`config.mk`:
```
export PLATFORM = sky130hd
export DESIGN_NAME = lfsr_seq_gen
export DESIGN_NICKNAME = d
export VERILOG_FILES = /design/src/rtl/lfsr_pkg.sv /design/src/rtl/lfsr_step.sv /design/src/rtl/lfsr_seq_gen.sv
export SDC_FILE = /design/constraint.sdc
export NUM_CORES = 1
export LEC_CHECK = 0
export CORE_UTILIZATION = 50
export DETAILED_ROUTE_END_ITERATION = 8
export GPL_ROUTABILITY_DRIVEN = 1
export PLACE_DENSITY = 0.82
export SLEW_MARGIN = 20
export SYNTH_ARGS = -nofsm -noshare
export SYNTH_HDL_FRONTEND = slang
export SYNTH_SLANG_ARGS = --single-unit
```
`constraint.sdc`:
```
create_clock -name wb_clk_i -period 3.34 [get_ports wb_clk_i]
set_input_delay 1.002 -clock wb_clk_i [delete_from_list [all_inputs] [get_ports wb_clk_i]]
set_output_delay 1.002 -clock wb_clk_i [all_outputs]
set_load 0.02 [all_outputs]
```
`src/rtl/lfsr_pkg.sv`:
```
// Shared definitions for the LFSR sequence engine: FSM encoding, default sizes
// and the constants substituted for an all-zero seed or tap mask.
package lfsr_pkg;

    typedef enum logic [1:0] {
        ST_IDLE = 2'd0,
        ST_RUN  = 2'd1,
        ST_DONE = 2'd2
    } state_e;

    localparam int LFSR_WIDTH_DEF = 8;
    localparam int LFSR_CNT_W_DEF = 8;

    // An all-zero seed would lock the register at zero forever.
    localparam logic [31:0] SEED_GUARD = 32'd1;

    // An empty tap mask becomes MSB-only feedback, i.e. a plain rotate.
    function automatic logic [31:0] taps_guard(input int unsigned w);
        return 32'd1 << (w - 1);
    endfunction

endpackage

```
`src/rtl/lfsr_step.sv`:
```
// One Fibonacci LFSR step: shift toward the MSB, parity of the tapped bits
// enters the LSB. Purely combinational so a multi-channel bank can reuse it.
module lfsr_step #(
    parameter int WIDTH = 8
) (
    input  logic [WIDTH-1:0] num_i,
    input  logic [WIDTH-1:0] taps_i,
    output logic [WIDTH-1:0] nxt_o
);

    assign nxt_o = {num_i[WIDTH-2:0], ^(num_i & taps_i)};

endmodule

```
`src/rtl/lfsr_seq_gen.sv`:
```
// Parametrised LFSR sequence engine: load seed/taps, advance seq_num steps,
// present the result under valid/ready. Optional macro: LFSR_STREAM_EN.
module lfsr_seq_gen
    import lfsr_pkg::*;
#(
    parameter int WIDTH = LFSR_WIDTH_DEF,
    parameter int CNT_W = LFSR_CNT_W_DEF
) (
    input  logic             wb_clk_i,
    input  logic             wb_rst_i,
    input  logic             start,
    input  logic [WIDTH-1:0] seed,
    input  logic [WIDTH-1:0] taps,
    input  logic [CNT_W-1:0] seq_num,
    output logic             busy,
    output logic [WIDTH-1:0] num,
    output logic             result_valid,
    input  logic             result_ready
`ifdef LFSR_STREAM_EN
    ,
    output logic             stream_valid,
    input  logic             stream_ready
`endif
);

    localparam logic [WIDTH-1:0] SEED_G = WIDTH'(SEED_GUARD);
    localparam logic [WIDTH-1:0] TAPS_G = WIDTH'(taps_guard(WIDTH));

    state_e           state_q, state_d;
    logic [WIDTH-1:0] num_q, num_d;
    logic [WIDTH-1:0] taps_q, taps_d;
    logic [CNT_W-1:0] cnt_q, cnt_d;
    logic [WIDTH-1:0] nxt;
    logic             step_ok;

    lfsr_step #(.WIDTH(WIDTH)) u_step (
        .num_i  (num_q),
        .taps_i (taps_q),
        .nxt_o  (nxt)
    );

`ifdef LFSR_STREAM_EN
    // Each beat shows the pre-step value; the step happens on the accepting edge.
    assign stream_valid = (state_q == ST_RUN) && (cnt_q != '0);
    assign step_ok      = stream_ready;
`else
    assign step_ok      = 1'b1;
`endif

    always_comb begin
        state_d = state_q;
        num_d   = num_q;
        taps_d  = taps_q;
        cnt_d   = cnt_q;
        case (state_q)
            ST_IDLE: begin
                if (start) begin
                    num_d   = (seed == '0) ? SEED_G : seed;
                    taps_d  = (taps == '0) ? TAPS_G : taps;
                    cnt_d   = seq_num;
                    state_d = ST_RUN;
                end
            end
            ST_RUN: begin
                if (cnt_q == '0) begin
                    state_d = ST_DONE;
                end else if (step_ok) begin
                    num_d = nxt;
                    cnt_d = cnt_q - CNT_W'(1);
                end
            end
            ST_DONE: begin
                // start is deliberately not looked at here; it is never queued.
                if (result_ready) state_d = ST_IDLE;
            end
            default: state_d = ST_IDLE;
        endcase
    end

    always_ff @(posedge wb_clk_i or negedge wb_rst_i) begin
        if (!wb_rst_i) begin
            state_q <= ST_IDLE;
            num_q   <= '0;
            taps_q  <= '0;
            cnt_q   <= '0;
        end else begin
            state_q <= state_d;
            num_q   <= num_d;
            taps_q  <= taps_d;
            cnt_q   <= cnt_d;
        end
    end

    // Decoded straight from the state register so nothing pulses during reset.
    assign busy         = (state_q == ST_RUN);
    assign result_valid = (state_q == ST_DONE);
    assign num          = num_q;

endmodule

```
==> metrics.cfg, run 1 <==
[sta]
fin_crit_ns=2.81
fin_crit_sh_pct=84.1
slew_violations=0
clock_skew_ns=0.00666
grt_setup_unrepaired=no
hold_viol_final=0
setup_tns_ns=0
setup_viol=0
fmax_ghz=0.356
worstMarginPinSlew_ns=0.389
maxSlewHeadroom_pct=74.0

[grt]
grt_pass1_wl_um=5390
antenna_found_initial=0
grt_usage_pct=25.4
grt_pass1_vias=1242
overflow=0
grt_max_degree=27

[synth]
syn_nets=181
synth.top_cell.area_share_pct=46.6
syn_area_um2=1400
ys_ff_latch=26
syn_area_per_cell_um2=9.24
synthTopCellsByArea=dfrtp_1 47%, nand2_1 6.7%, mux2_2 5.7%, a21oi_1 5.4%, nor2_1 3.5%
synth_top_area_cell=dfrtp_1
ys_seq_area_share_pct=46.6
synth_cell_types=34
syn_inst=151
yosys_warnings=0

[place]
gp_congestion=0.806
hpwl_um=2430
numPortBuffers=37

[cells_and_area]
final_layout_size_suffix_gt1_share_pct=11.6
syn_to_final_growth_pct=31.0
antenna_cells=0
layout.nets=221
fillers=201

[clock_tree]
cts_resized=0
clk_pin_slew_worst_paths_ns=0.14
cts_buffer_depth=2
cts_tree=done
post_cts_buffers=0
clock-root-buffer=clkbuf_4
clk_latency_ns=0.32
numCtsBuffers=3
postCtsHoldBufs=0
htreeDepth=1
clock-sinks=26

[floorplan]
die_height_um=54.8
rows=18
io_pins=38
dieArea_um2=3010
design.core.area_um2=2570
die_w_um=54.8
initial_core_util_pct=54.3

[detailed_routing]
firstDrtPassIters=4
detail_route.wl_per_cell_um=15.4
via_per_inst=5.81
drt_iter0_markers=36
post-route-drc-count=0
drtAntennaViolNets=0
wl_um=3380
via_count=1279

[worst_setup_path]
timing_worst_setup_path_type=register to primary output
endpoint_kind=primary output
cp-start-kind=register
cp_max_fo=19
required_ns=2.34
ff2ff_setup_slack_ns=1.38
arrival_ns=1.81

[power]
p_leak_nw=0.754
p_total_w=0.00173
ir_worst_vdd_uv=717
power_density_nw_per_um2=948

[job]
maxCapViolations=0

[min_path]
hold_class=register to register

[outcome]
outcome=finished, final reports clean

[cell usage after synthesis]
library cell	instances
a21oi_2	1
nand3_2	1
inv_4	1
a211oi_1	1
nand2_1	25
nand2b_1	3
clkinv_1	1
nor3_2	1
buf_6	2
clkbuf_1	1
or3_1	1
a31oi_1	7
dfrtp_1	26
o22a_1	1
nor4b_2	1
o211ai_2	1
nand3_1	5
inv_1	5
ha_1	2
o21ai_0	3
nor2_1	13
xnor2_1	5
mux2_2	7
nand3b_1	1
nor4_1	2
nor3_1	6
o2bb2ai_1	1
buf_2	3
a22oi_1	1
xor2_1	2
o22ai_1	4
a21oi_1	15
nor2_4	1
o31ai_1	1
[worst paths after layout]
check / start / endpoint / cells past startpoint
min in group asynchronous: wb_rst_i / cnt_q[0]$_DFFE_PN0P_ / 2
worst max register to register: cnt_q[0]$_DFFE_PN0P_ / num[0]$_DFFE_PN0P_ / 8
worst max-delay path: state_q[1]$_DFFE_PN0P_ / busy / 4
worst min register to register: taps_q[5]$_DFFE_PN0P_ / taps_q[5]$_DFFE_PN0P_ / 1
worst min-delay path: taps_q[5]$_DFFE_PN0P_ / taps_q[5]$_DFFE_PN0P_ / 1
max in group asynchronous: wb_rst_i / num[7]$_DFFE_PN0P_ / 2
[report_power, final]
| group | switching, W | total, W | internal [W] |
|---|---|---|---|
| Combinational | 0.000482 | 0.000934 | 0.000452 |
| Clock | 0.0000975 | 0.000164 | 0.0000667 |
| Sequential | 0.000159 | 0.000636 | 0.000477 |
| Total | 0.000738 | 0.00173 | 0.000996 |
[cells by family after synthesis]
group           count (synthesis)  synth area share, %
simple gates                   60                 20.7
compound gates                 36                 15.8
buf+inv                        13                 5.02
flops                          26                 46.6
xor+xnor                        7                 4.39
mux                             7                 5.65
fa+ha+maj                       2                 1.79
[state kept, by name (all words and copies together), names as in the netlist]
signal   cells
taps_q       8
num          8
cnt_q        8
state_q      2
[worst max-delay path: stages, from the launching register on]
cell and delay, ns:
dfrtp_1 0.42, nand2b_1 0.17, clkinv_1 0.05, buf_4 0.21
clkdlybuf4s50_1 0.64
[stage by stage]
| stage | worst slack (ns) | instances | instance area, um2 | util (%) | hold WS, ns |
|---|---|---|---|---|---|
| after detailed placement | 0.783 | 216 | 1790 | 69.8 | 0.497 |
| after floorplan | 1.23 | 151 | 1400 | - | 0.481 |
| after CTS | 0.532 | 220 | 1830 | 71.2 | 0.528 |
| after global routing | 0.452 | 220 | 1830 | 71.2 | 0.558 |
| after global placement | 0.875 | 216 | 1790 | 69.8 | 0.492 |
| final | 0.529 | 220 | 1830 | 71.2 | 0.533 |
[cell type report]
cell class | instances | area (um2) | share of cell area (%)
clock buffer | 4 | 36.3 | 1.98
inverter | 7 | 28.8 | 1.57
tap | 30 | 37.5 | 2.05
sequential | 26 | 651 | 35.6
timing repair buffer | 41 | 400 | 21.9
multi-input combinational | 112 | 674 | 36.9
[layout by cell type, fill, tap and decap left out]
master	instances
nor2_4	1
nor3_1	6
nand2b_1	3
inv_1	5
nand3_1	5
clkbuf_4	3
ha_1	2
nor4_1	2
a22oi_1	1
o31ai_1	1
o21ai_0	3
clkbuf_8	1
nand3b_1	1
nor2_1	13
nor4b_2	1
xor2_1	2
a21oi_2	1
inv_4	1
dfrtp_1	26
o2bb2ai_1	1
o22a_1	1
o22ai_1	4
nand2_1	25
o211ai_2	1
a21oi_1	15
nor3_2	1
clkdlybuf4s50_1	37
or3_1	1
nand3_2	1
a31oi_1	7
clkinv_1	1
xnor2_1	5
a211oi_1	1
buf_4	4
mux2_2	7
[layer usage]
metal	routed length, um	vias to the layer above	global-route usage (%)	part of all wire, %
met1	1470	623	31.1	43
met5	0	-	0	0
li1	-	609	-	-
met4	31	0	8.97	0.92
met2	1710	42	45.2	51
met3	170	5	2.78	5.0
Note: power is estimated with default switching activity, not from simulation.
==> run 2: changes to the inputs <==
Settings changed: CORE_UTILIZATION 50 to 43, PLACE_DENSITY 0.82 to 0.75.
Clock period 3.34 ns to 2.3 ns, I/O delays scaled along.
==> run 2 against run 1 <==
Against the previous run: flip-flop and latch count stayed put; routed wire length is 11% lower; first-iteration DRC count is 8.3% higher; die area is 16% higher; register-to-register slack worse by 0.99 ns; global-route usage is 6.0 points lower; clock skew hardly changed; worst hold slack worse by 0.0033 ns; setup slack worse by 0.40 ns; final area is 2.4% higher; critical path depth is 2 lower.
==> metrics.cfg, run 2 (same netlist as run 1, synthesis figures left out) <==
[grt]
antenna_found_initial=0  ; unchanged
grt_pass1_wl_um=5070  ; was 5390 um
grt_max_degree=27  ; unchanged
grt_usage_pct=19.4  ; was 25.4%
overflow=0  ; unchanged
grt_pass1_vias=1174  ; was 1242

[worst_setup_path]
cp-start-kind=register  ; unchanged
r2r-start=cnt_q[0]$_DFFE_PN0P_  ; unchanged
required_ns=1.61  ; was 2.34 ns
critical-path-max-stage-delay_ns=0.61  ; was 0.64 ns
endpoint_kind=primary output  ; unchanged
arrival_ns=1.48  ; was 1.81 ns
slowest_stage=clkdlybuf4s50_1  ; unchanged
crit_chain=nor2_1 -> clkdlybuf4s50_1  ; was nand2b_1 -> clkinv_1 -> buf_4 -> clkdlybuf4s50_1
cp-startpoint=state_q[0]$_DFFE_PN0P_  ; was state_q[1]$_DFFE_PN0P_
cp_max_fo=5  ; was 19
timing_worst_setup_path_type=register to primary output  ; unchanged
ff2ff_setup_slack_ns=0.39  ; was 1.38 ns
r2r_cells=8  ; unchanged

[sta]
clock_skew_ns=0.00705  ; was 0.00666 ns
setup_viol=0  ; unchanged
hold_viol_final=0  ; unchanged
fin_crit_ns=2.17
maxSlewHeadroom_pct=74.4  ; was 74.0%
fin_crit_sh_pct=94.2
slew_violations=0  ; unchanged
grt_setup_unrepaired=no  ; unchanged
fmax_ghz=0.461
worstMarginPinSlew_ns=0.383  ; was 0.389 ns
setup_tns_ns=0  ; unchanged

[cells_and_area]
final_layout_size_suffix_gt1_share_pct=12.0  ; was 11.6%
antenna_cells=0  ; unchanged
final_area_um2=1870  ; was 1830 um2
final_cell_mix=36 x clkdlybuf4s50_1, 26 x dfrtp_1, 25 x nand2_1  ; was 37 x clkdlybuf4s50_1, 26 x dfrtp_1, 25 x nand2_1
utilization_pct=60.8  ; was 71.2%
layout.nets=222  ; was 221
final_common_cell=clkdlybuf4s50_1  ; unchanged
syn_to_final_growth_pct=34.2  ; was 31.0%
fillers=273  ; was 201

[clock_tree]
clock-sinks=26  ; unchanged
cts_buffer_depth=2  ; unchanged
clock-root-buffer=clkbuf_4  ; unchanged
clk_pin_slew_worst_paths_ns=0.15  ; was 0.14 ns
post_cts_buffers=0  ; unchanged
cts_tree=done  ; unchanged
numCtsBuffers=3  ; unchanged
cts_resized=0  ; unchanged
htreeDepth=1  ; unchanged
postCtsHoldBufs=0  ; unchanged
clk_latency_ns=0.33  ; was 0.32 ns

[floorplan]
initial_core_util_pct=45.3  ; was 54.3%
rows=20  ; was 18
die_height_um=59.0  ; was 54.8 um
dieArea_um2=3480  ; was 3010 um2
design.core.area_um2=3080  ; was 2570 um2
die_w_um=59.0  ; was 54.8 um
io_pins=38  ; unchanged

[detailed_routing]
drtAntennaViolNets=0  ; unchanged
via_per_inst=5.15  ; was 5.81
detail_route.wl_per_cell_um=12.8  ; was 15.4 um
via_count=1211  ; was 1279
wl_um=3000  ; was 3380 um
drt_iter0_markers=39  ; was 36
firstDrtPassIters=4  ; unchanged
post-route-drc-count=0  ; unchanged

[min_path]
hold_depth=1  ; unchanged
min_from=taps_q[4]$_DFFE_PN0P_  ; was taps_q[5]$_DFFE_PN0P_
hold_class=register to register  ; unchanged

[power]
p_leak_nw=0.768  ; was 0.754 nW
ir_worst_vdd_uv=618  ; was 717 uV
power_density_nw_per_um2=1370  ; was 948 nW/um2

[place]
numPortBuffers=37  ; unchanged
gp_congestion=0.843  ; was 0.806
placedInstanceArea_um2=1820  ; was 1790 um2
hpwl_um=2150  ; was 2430 um

[outcome]
outcome=finished, final reports clean  ; unchanged

[job]
maxCapViolations=0  ; unchanged

==> run 2: worst paths after layout <==
path / to
max: result_valid
min in group asynchronous: cnt_q[0]$_DFFE_PN0P_
min reg2reg: taps_q[4]$_DFFE_PN0P_
max in group asynchronous: num[2]$_DFFE_PN0P_
max reg2reg: num[0]$_DFFE_PN0P_
min: taps_q[4]$_DFFE_PN0P_
==> run 2: layer usage <==
layer | part of all wire [%] | wire, um | track usage (%) | vias up
met1 | 48 | 1440 | 25.9 | 572
met5 | 0 | 0 | 0 | -
met2 | 48 | 1430 | 32.1 | 31
met3 | 3.7 | 112 | 3.30 | 4
li1 | - | - | - | 604
met4 | 0.70 | 21 | 6.12 | 0
==> run 2: final cells by class <==
| cell class | instances | area [um2] | area share [%] |
|---|---|---|---|
| Tap cell | 44 | 55.1 | 2.94 |
| Multi-Input combinational cell | 112 | 674 | 36.0 |
| Sequential cell | 26 | 651 | 34.8 |
| Clock inverter | 1 | 30.0 | 1.60 |
| Inverter | 7 | 28.8 | 1.54 |
| Clock buffer | 3 | 22.5 | 1.20 |
| Timing Repair Buffer | 42 | 410 | 21.9 |
==> run 2: critical path: cells and delay by family (launching register included) <==
family        cells  cell delay, ns
buf+inv           1            0.61
simple gates      1            0.11
flops             1            0.44
==> run 2: report_power, final <==
group,internal (W),total [W],switching [W]
Combinational,0.000659,0.00134,0.000678
Clock,0.000176,0.000320,0.000144
Sequential,0.000693,0.000900,0.000207
Total,0.00153,0.00256,0.00103
==> run 2: stage by stage <==
step	worst slack, ns	hold slack, ns	std cells	total power [W]
2_1_floorplan	0.503	0.394	151	0.00186
3_3_place_gp	0.136	0.490	231	0.00222
3_5_place_dp	0.115	0.502	231	0.00225
4_1_cts	0.0344	0.536	235	0.00258
5_1_grt	0.0341	0.558	235	0.00277
6_report	0.133	0.529	235	0.00256
==> run 3: changes to the inputs <==
Settings changed: SKIP_LAST_GASP set to 1.
==> results of run 3 <==
Final layout, timing and power as in run 2 (identical DEF).
